File: src/rtl/ysyx_23060201_ifu_pkg.sv
// Shared definitions for the ysyx_23060201 fetch path: FSM encoding and
// instruction-buffer entry layout ({pc, inst, err}).
package ysyx_23060201_ifu_pkg;

  localparam int STATE_W = 3;

  localparam logic [STATE_W-1:0] S_IDLE  = 3'd0;
  localparam logic [STATE_W-1:0] S_ADDR  = 3'd1;
  localparam logic [STATE_W-1:0] S_DATA  = 3'd2;
  localparam logic [STATE_W-1:0] S_DRAIN = 3'd3;
  localparam logic [STATE_W-1:0] S_HALT  = 3'd4;

  localparam int INST_W = 32;
  localparam int ERR_W  = 1;

  function automatic int entry_width(input int xlen);
    return xlen + INST_W + ERR_W;
  endfunction

endpackage

File: src/rtl/ysyx_23060201_ifu_fifo.sv
// Instruction buffer: registered-write circular FIFO with flush, count and
// full/empty flags. Flush overrides any concurrent push or pop.
module ysyx_23060201_FIFO #(
  parameter int WIDTH = 65,
  parameter int DEPTH = 4
) (
  input  logic                     clk,
  input  logic                     rst,
  input  logic                     push_i,
  input  logic                     pop_i,
  input  logic                     flush_i,
  input  logic [WIDTH-1:0]         wdata_i,
  output logic [WIDTH-1:0]         rdata_o,
  output logic [$clog2(DEPTH):0]   count_o,
  output logic                     full_o,
  output logic                     empty_o
);

  localparam int AW = $clog2(DEPTH);

  logic [WIDTH-1:0] mem_q [DEPTH];
  logic [AW-1:0]    wptr_q, wptr_d;
  logic [AW-1:0]    rptr_q, rptr_d;
  logic [AW:0]      count_q, count_d;
  logic             do_push, do_pop;

  assign full_o  = (count_q == (AW+1)'(DEPTH));
  assign empty_o = (count_q == '0);
  assign count_o = count_q;
  assign rdata_o = mem_q[rptr_q];

  // A push at full is only accepted when a pop frees the head slot in the same cycle.
  assign do_pop  = pop_i && !empty_o;
  assign do_push = push_i && (!full_o || do_pop);

  always_comb begin
    wptr_d  = wptr_q;
    rptr_d  = rptr_q;
    count_d = count_q;
    if (flush_i) begin
      wptr_d  = '0;
      rptr_d  = '0;
      count_d = '0;
    end else begin
      if (do_push) wptr_d = wptr_q + 1'b1;
      if (do_pop)  rptr_d = rptr_q + 1'b1;
      case ({do_push, do_pop})
        2'b10:   count_d = count_q + 1'b1;
        2'b01:   count_d = count_q - 1'b1;
        default: count_d = count_q;
      endcase
    end
  end

  always_ff @(posedge clk) begin
    if (!rst) begin
      wptr_q  <= '0;
      rptr_q  <= '0;
      count_q <= '0;
    end else begin
      wptr_q  <= wptr_d;
      rptr_q  <= rptr_d;
      count_q <= count_d;
    end
  end

  always_ff @(posedge clk) begin
    if (do_push && !flush_i) mem_q[wptr_q] <= wdata_i;
  end

endmodule

File: src/rtl/ysyx_23060201_ifu.sv
// Instruction fetch unit: one outstanding AXI-lite-style read at a time,
// responses buffered in a FIFO towards the decoder, redirect with response drain.
module ysyx_23060201_ifu
  import ysyx_23060201_ifu_pkg::*;
#(
  parameter int              XLEN       = 32,
  parameter logic [XLEN-1:0] RESET_PC   = XLEN'(32'h8000_0000),
  parameter int              FIFO_DEPTH = 4
) (
  input  logic              clk,
  input  logic              rst,
  output logic              mem_arvalid,
  output logic [XLEN-1:0]   mem_araddr,
  input  logic              mem_arready,
  input  logic              mem_rvalid,
  input  logic [INST_W-1:0] mem_rdata,
  input  logic              mem_rerr,
  output logic              mem_rready,
  output logic              out_valid,
  input  logic              out_ready,
  output logic [XLEN-1:0]   out_pc,
  output logic [INST_W-1:0] out_inst,
  output logic              out_err,
  input  logic              redirect_valid,
  input  logic [XLEN-1:0]   redirect_pc,
  output logic              busy
);

  localparam int EW = entry_width(XLEN);
  localparam int CW = $clog2(FIFO_DEPTH) + 1;

  logic [STATE_W-1:0] state_q, state_d;
  logic [XLEN-1:0]    fetch_pc_q, fetch_pc_d;
  logic [XLEN-1:0]    araddr_q, araddr_d;
  logic               drain_q, drain_d;

  logic [XLEN-1:0]    redir_pc, pc_plus4;
  logic [EW-1:0]      push_entry, head_entry;
  logic [CW-1:0]      fifo_count;
  logic               fifo_full, fifo_empty;
  logic               fifo_push, fifo_pop, fifo_flush;

  assign redir_pc   = redirect_pc & ~XLEN'(3);
  assign pc_plus4   = fetch_pc_q + XLEN'(4);
  assign push_entry = {fetch_pc_q, mem_rdata, mem_rerr};
  assign fifo_pop   = out_valid && out_ready;

  always_comb begin
    state_d    = state_q;
    fetch_pc_d = fetch_pc_q;
    araddr_d   = araddr_q;
    drain_d    = drain_q;
    fifo_push  = 1'b0;
    fifo_flush = 1'b0;
    case (state_q)
      S_IDLE: begin
        if (redirect_valid) begin
          fifo_flush = 1'b1;
          fetch_pc_d = redir_pc;
        end else if (fifo_count < CW'(FIFO_DEPTH)) begin
          state_d  = S_ADDR;
          araddr_d = fetch_pc_q;
          drain_d  = 1'b0;
        end
      end
      // The request address lives in araddr_q so a redirect here cannot disturb it.
      S_ADDR: begin
        if (redirect_valid) begin
          fifo_flush = 1'b1;
          fetch_pc_d = redir_pc;
          drain_d    = 1'b1;
        end
        if (mem_arready) state_d = (drain_q || redirect_valid) ? S_DRAIN : S_DATA;
      end
      S_DATA: begin
        if (redirect_valid) begin
          fifo_flush = 1'b1;
          fetch_pc_d = redir_pc;
          state_d    = mem_rvalid ? S_IDLE : S_DRAIN;
        end else if (mem_rvalid) begin
          fifo_push  = !fifo_full;
          fetch_pc_d = pc_plus4;
          state_d    = mem_rerr ? S_HALT : S_IDLE;
        end
      end
      S_DRAIN: begin
        if (redirect_valid) fetch_pc_d = redir_pc;
        if (mem_rvalid)     state_d    = S_IDLE;
      end
      S_HALT: begin
        if (redirect_valid) begin
          fifo_flush = 1'b1;
          fetch_pc_d = redir_pc;
          state_d    = S_IDLE;
        end
      end
      default: state_d = S_IDLE;
    endcase
  end

  always_ff @(posedge clk) begin
    if (!rst) begin
      state_q    <= S_IDLE;
      fetch_pc_q <= RESET_PC;
      drain_q    <= 1'b0;
    end else begin
      state_q    <= state_d;
      fetch_pc_q <= fetch_pc_d;
      drain_q    <= drain_d;
    end
  end

  always_ff @(posedge clk) begin
    araddr_q <= araddr_d;
  end

  ysyx_23060201_FIFO #(
    .WIDTH (EW),
    .DEPTH (FIFO_DEPTH)
  ) u_fifo (
    .clk     (clk),
    .rst     (rst),
    .push_i  (fifo_push),
    .pop_i   (fifo_pop),
    .flush_i (fifo_flush),
    .wdata_i (push_entry),
    .rdata_o (head_entry),
    .count_o (fifo_count),
    .full_o  (fifo_full),
    .empty_o (fifo_empty)
  );

  assign mem_arvalid = (state_q == S_ADDR);
  assign mem_araddr  = araddr_q;
  assign mem_rready  = (state_q == S_DATA) || (state_q == S_DRAIN);
  assign busy        = (state_q != S_IDLE) && (state_q != S_HALT);

  // Buffer storage is not reset, so the head is masked to zero whenever it is empty.
  assign out_valid = !fifo_empty;
  assign out_pc    = fifo_empty ? '0 : head_entry[EW-1 -: XLEN];
  assign out_inst  = fifo_empty ? '0 : head_entry[INST_W:1];
  assign out_err   = fifo_empty ? 1'b0 : head_entry[0];

endmodule

File: config.mk
export PLATFORM = sky130hd
export DESIGN_NAME = ysyx_23060201_ifu
export DESIGN_NICKNAME = d
export VERILOG_FILES = /design/src/rtl/ysyx_23060201_ifu_pkg.sv /design/src/rtl/ysyx_23060201_ifu_fifo.sv /design/src/rtl/ysyx_23060201_ifu.sv
export SDC_FILE = /design/constraint.sdc
export NUM_CORES = 1
export LEC_CHECK = 0
export BUFFER_PORTS_ARGS = -buffer_cell sky130_fd_sc_hd__buf_2
export CAP_MARGIN = 30
export CELL_PAD_IN_SITES_DETAIL_PLACEMENT = 0
export CELL_PAD_IN_SITES_GLOBAL_PLACEMENT = 1
export CORE_UTILIZATION = 30
export CTS_CLUSTER_DIAMETER = 120
export DETAILED_ROUTE_END_ITERATION = 16
export GPL_TIMING_DRIVEN = 0
export PLACE_DENSITY_LB_ADDON = 0.1
export SYNTH_ARGS = -nofsm -noshare
export SYNTH_HDL_FRONTEND = slang
export SYNTH_SLANG_ARGS = --single-unit
File: constraint.sdc
create_clock -name clk -period 6.7 [get_ports clk]
set_input_delay 0.335 -clock clk [delete_from_list [all_inputs] [get_ports clk]]
set_output_delay 0.335 -clock clk [all_outputs]
set_load 0.02 [all_outputs]
==> impl_results.md <==
* Status: finished, violations left
* Failing checks: design-rule violations
* Synth warn at 0
* Critical path capture point type: output pin
* Share of layout cells above drive strength 1 at 0.331
* Synth Area in XOR/XNOR at 0.00335
* Post-CTS Resized at 0
* Peak VDD IR at 142 uV
* Register area share after synthesis at 0.714
* Sw frac at 0.221
* Die Width at 211 um
* PortBufs at 165
* FMAX at 318 MHz
* Root Buffer: clkbuf_16
* Main synth FF type: edfxtp_1
* CTS tree: done
* Detailed-placement wirelength estimate at 22,300 um
* Die area at 44,400 um2
* Max incr delay on CP at 0.59 ns
* WP data required at 6.36 ns
* # hold bufs at CTS at 32
* Fin crit share at 0.470
* H-tree level count at 2
* Number of synthesized flops with an enable pin at 282
* Worst slew margin at 0.470
* Hold Crit Depth at 3
* Leak Pwr at 5.70 nW
* DRT Pass-1 Iters at 11
* Largest family of logic cells by synthesized area: multiplexers
* Critical Path Slowest Stage Cell: clkbuf_1
* Part of the power in registers at 0.501
* GRT Total Usage at 0.158
* Synth cell types at 66
* Synthesis-to-finish area growth at 25.5%
* Worst-skew pair later-pin latency at 0.54 ns
* Initial DRC count at 421
* Grt ovf at 0
* Detailed Route WL at 34,700 um
* Wire per inst at 21.3 um
* Sw Pwr at 1.01 mW
* Power, Total at 4.59 mW
* CTS sink count at 325
* Clk pwr share at 0.455
* Commonest non-fill, non-tap cell in the layout: edfxtp_1
* Commonest cells after routing, fill and taps aside: edfxtp_1 (282), buf_2 (184), and2_1 (65)
* Num CTS Buffers at 40
* Worst-path clk slew at 0.06 ns
* Post-Synth Adder-Cell Area at 0.00804
* DR DRC count at 1
* Least-Margin Pin Slew at 0.788 ns
* Fin nets at 1,093
* Ys async rst share at 0
* Synth Area in Simple Gates at 0.0871
* Mux share of post-synthesis cell area at 0.112
* Slew Viols, Final at 0
* Mapped Area at 13,100 um2
* # diodes at 0
* Die Y at 211 um
* Io pins at 172
* Levels on crit path at 5
* Vias in the first global route at 7,955
* Worst-path cell chain: clkbuf_1 > clkbuf_1 > mux4_2 > and2_1 > buf_2
* Cells on worst reg2reg path at 6
* Period minus WS final at 3.15 ns
* Post-synthesis sequential element count at 325
* Hold Slack at 0.0623 ns
* Synth Area in Compound Gates at 0.0567
* Endpoints failing setup at 0
* Post-layout util at 0.382
* Pwr Density at 280 nW/um2
* CP arrival at 2.81 ns
* Initial antenna violation count at 0
* Vias at 7,662
* CP max FO at 10
* Startpoint Class: flip-flop
* Avg Cell Area, Syn at 17.1 um2
* Cell Rows at 76
* Cells after Synth at 763
* Max cap viols at 0
* Cell family with most CP delay: buffers and inverters
* Comb power frac at 0.044
* P_int at 3.57 mW
* Maximum buffer depth of the clock tree at 3
* Initial Util at 0.304
* Worst Hold Class: in2reg
* Buffers & Inverters on Critical Path at 3
* Fin. Hold Viols at 0
* Routability Congestion at 0.742
* First-pass GRT wire length at 51,100 um
* Setup bufs post-CTS at 0
* Fill count at 4,141
* Crit path top cell by count: clkbuf_1
* Critical path type: reg2out
* RSZ-0062 raised after global routing: false
* Largest net degree at the start of global routing at 42
* Clock Skew at 0.0141 ns
* Core Area at 43,000 um2
* Post-DR vias/cell at 4.70
* Antenna viol nets, final at 0
-- routing by layer --
layer | vias up | GRT usage | wire, um | part of all wire
met5 | - | 0 | 0 | 0
met4 | 0 | 0.0515 | 643 | 0.019
met3 | 45 | 0.0271 | 1420 | 0.041
met2 | 184 | 0.259 | 16800 | 0.48
met1 | 3889 | 0.213 | 15800 | 0.46
li1 | 3544 | - | - | -
-- power by group through the flow --
| stage | Clock (mW) | Sequential, mW | Combinational [mW] |
|---|---|---|---|
| after floorplan | 0 | 2.34 | 0.0779 |
| after global placement | 0 | 2.34 | 0.184 |
| after CTS | 2.15 | 2.30 | 0.206 |
| final | 2.09 | 2.30 | 0.203 |
| after detailed placement | 0 | 2.34 | 0.190 |
| after global routing | 2.24 | 2.30 | 0.220 |
-- worst reg2reg max path, cell delays in order, from the launching register on --
cell and delay, ns:
dfxtp_1 0.32, buf_2 0.18, nor2b_1 0.22, nand3_1 0.33
a31oi_2 0.49, and2_4 0.58, buf_16 0.30
-- layout make-up --
type / count / area, um2 / share of cell area
multi-input cells: 386 / 3520 / 0.214
plain buffers: 44 / 208 / 0.0127
clock inverters: 23 / 196 / 0.0120
clock buffers: 49 / 1070 / 0.0650
inverters: 11 / 41.3 / 0.00252
repair buffers: 207 / 1310 / 0.0800
flip-flops and latches: 325 / 9330 / 0.569
well taps: 585 / 732 / 0.0446
-- cells in the mapped netlist (3+ instances only) --
| cell | n | area [um2] |
|---|---|---|
| edfxtp_1 | 282 | 8470 |
| and2_1 | 69 | 432 |
| mux4_2 | 63 | 1420 |
| dfxtp_1 | 43 | 861 |
| nor2_1 | 26 | 97.6 |
| a21oi_1 | 25 | 125 |
| o21ai_0 | 24 | 120 |
| nand2_1 | 21 | 78.8 |
| clkbuf_1 | 20 | 75.1 |
| buf_2 | 19 | 95.1 |
| nand3_1 | 17 | 85.1 |
| inv_1 | 11 | 41.3 |
| and3_1 | 10 | 62.6 |
| a211oi_1 | 9 | 67.6 |
| a311oi_1 | 8 | 70.1 |
| nand4_1 | 8 | 50.1 |
| or3_1 | 8 | 50.1 |
| ha_1 | 6 | 75.1 |
| nor3_1 | 6 | 30.0 |
| o211ai_1 | 6 | 45.0 |
| buf_4 | 5 | 37.5 |
| mux2i_1 | 4 | 40.0 |
| nand3b_1 | 4 | 30.0 |
| o22ai_1 | 4 | 25.0 |
| a221oi_1 | 3 | 26.3 |
| and4_1 | 3 | 26.3 |
| nand2b_1 | 3 | 18.8 |
| o32ai_1 | 3 | 26.3 |
| xor2_1 | 3 | 26.3 |
-- path summary, 6_finish.rpt --
kind / slack, ns / from / end
worst min register to register: 0.53 / u_fifo.count_o[1] / u_fifo.count_o[1]
worst max-delay path: 3.55 / flip-flop / out_pc[12]
worst max register to register: 3.91 / state_q[2] / u_fifo.mem_q[3][36]
worst min-delay path: 0.06 / redirect_pc[3] / fetch_pc_q[3]
-- kinds of logic (layout without fill, tap and decap cells) --
kind of cell | after synthesis | count (layout)
AOI/OAI and AO/OA | 108 | 108
DFF | 325 | 325
muxes | 67 | 67
other | 1 | 4
and+or+nand+nor | 194 | 194
xor gates and xnor gates | 5 | 5
buffers and inverters | 55 | 334
adders and majority gates | 8 | 8
-- sequential cells by signal, indices dropped and copies added (netlist names), named ones only --
name / flops
u_fifo.mem_q: 252
fetch_pc_q: 30
mem_araddr: 30
state_q: 3
u_fifo.count_o: 3
u_fifo.rptr_q: 2
u_fifo.wptr_q: 2
drain_q: 1
-- metrics by stage --
stage | area, um2 | instances | setup WS, ns | TNS, ns
5_1_grt | 16400 | 1630 | 3.38 | 0
3_3_place_gp | 14600 | 1516 | -1.47 | -43.81
2_1_floorplan | 13100 | 766 | 2.53 | 0
6_report | 16400 | 1630 | 3.55 | 0
4_1_cts | 16400 | 1630 | 3.42 | 0
3_5_place_dp | 14800 | 1526 | 3.70 | 0
(Power assumes the default switching activity.)
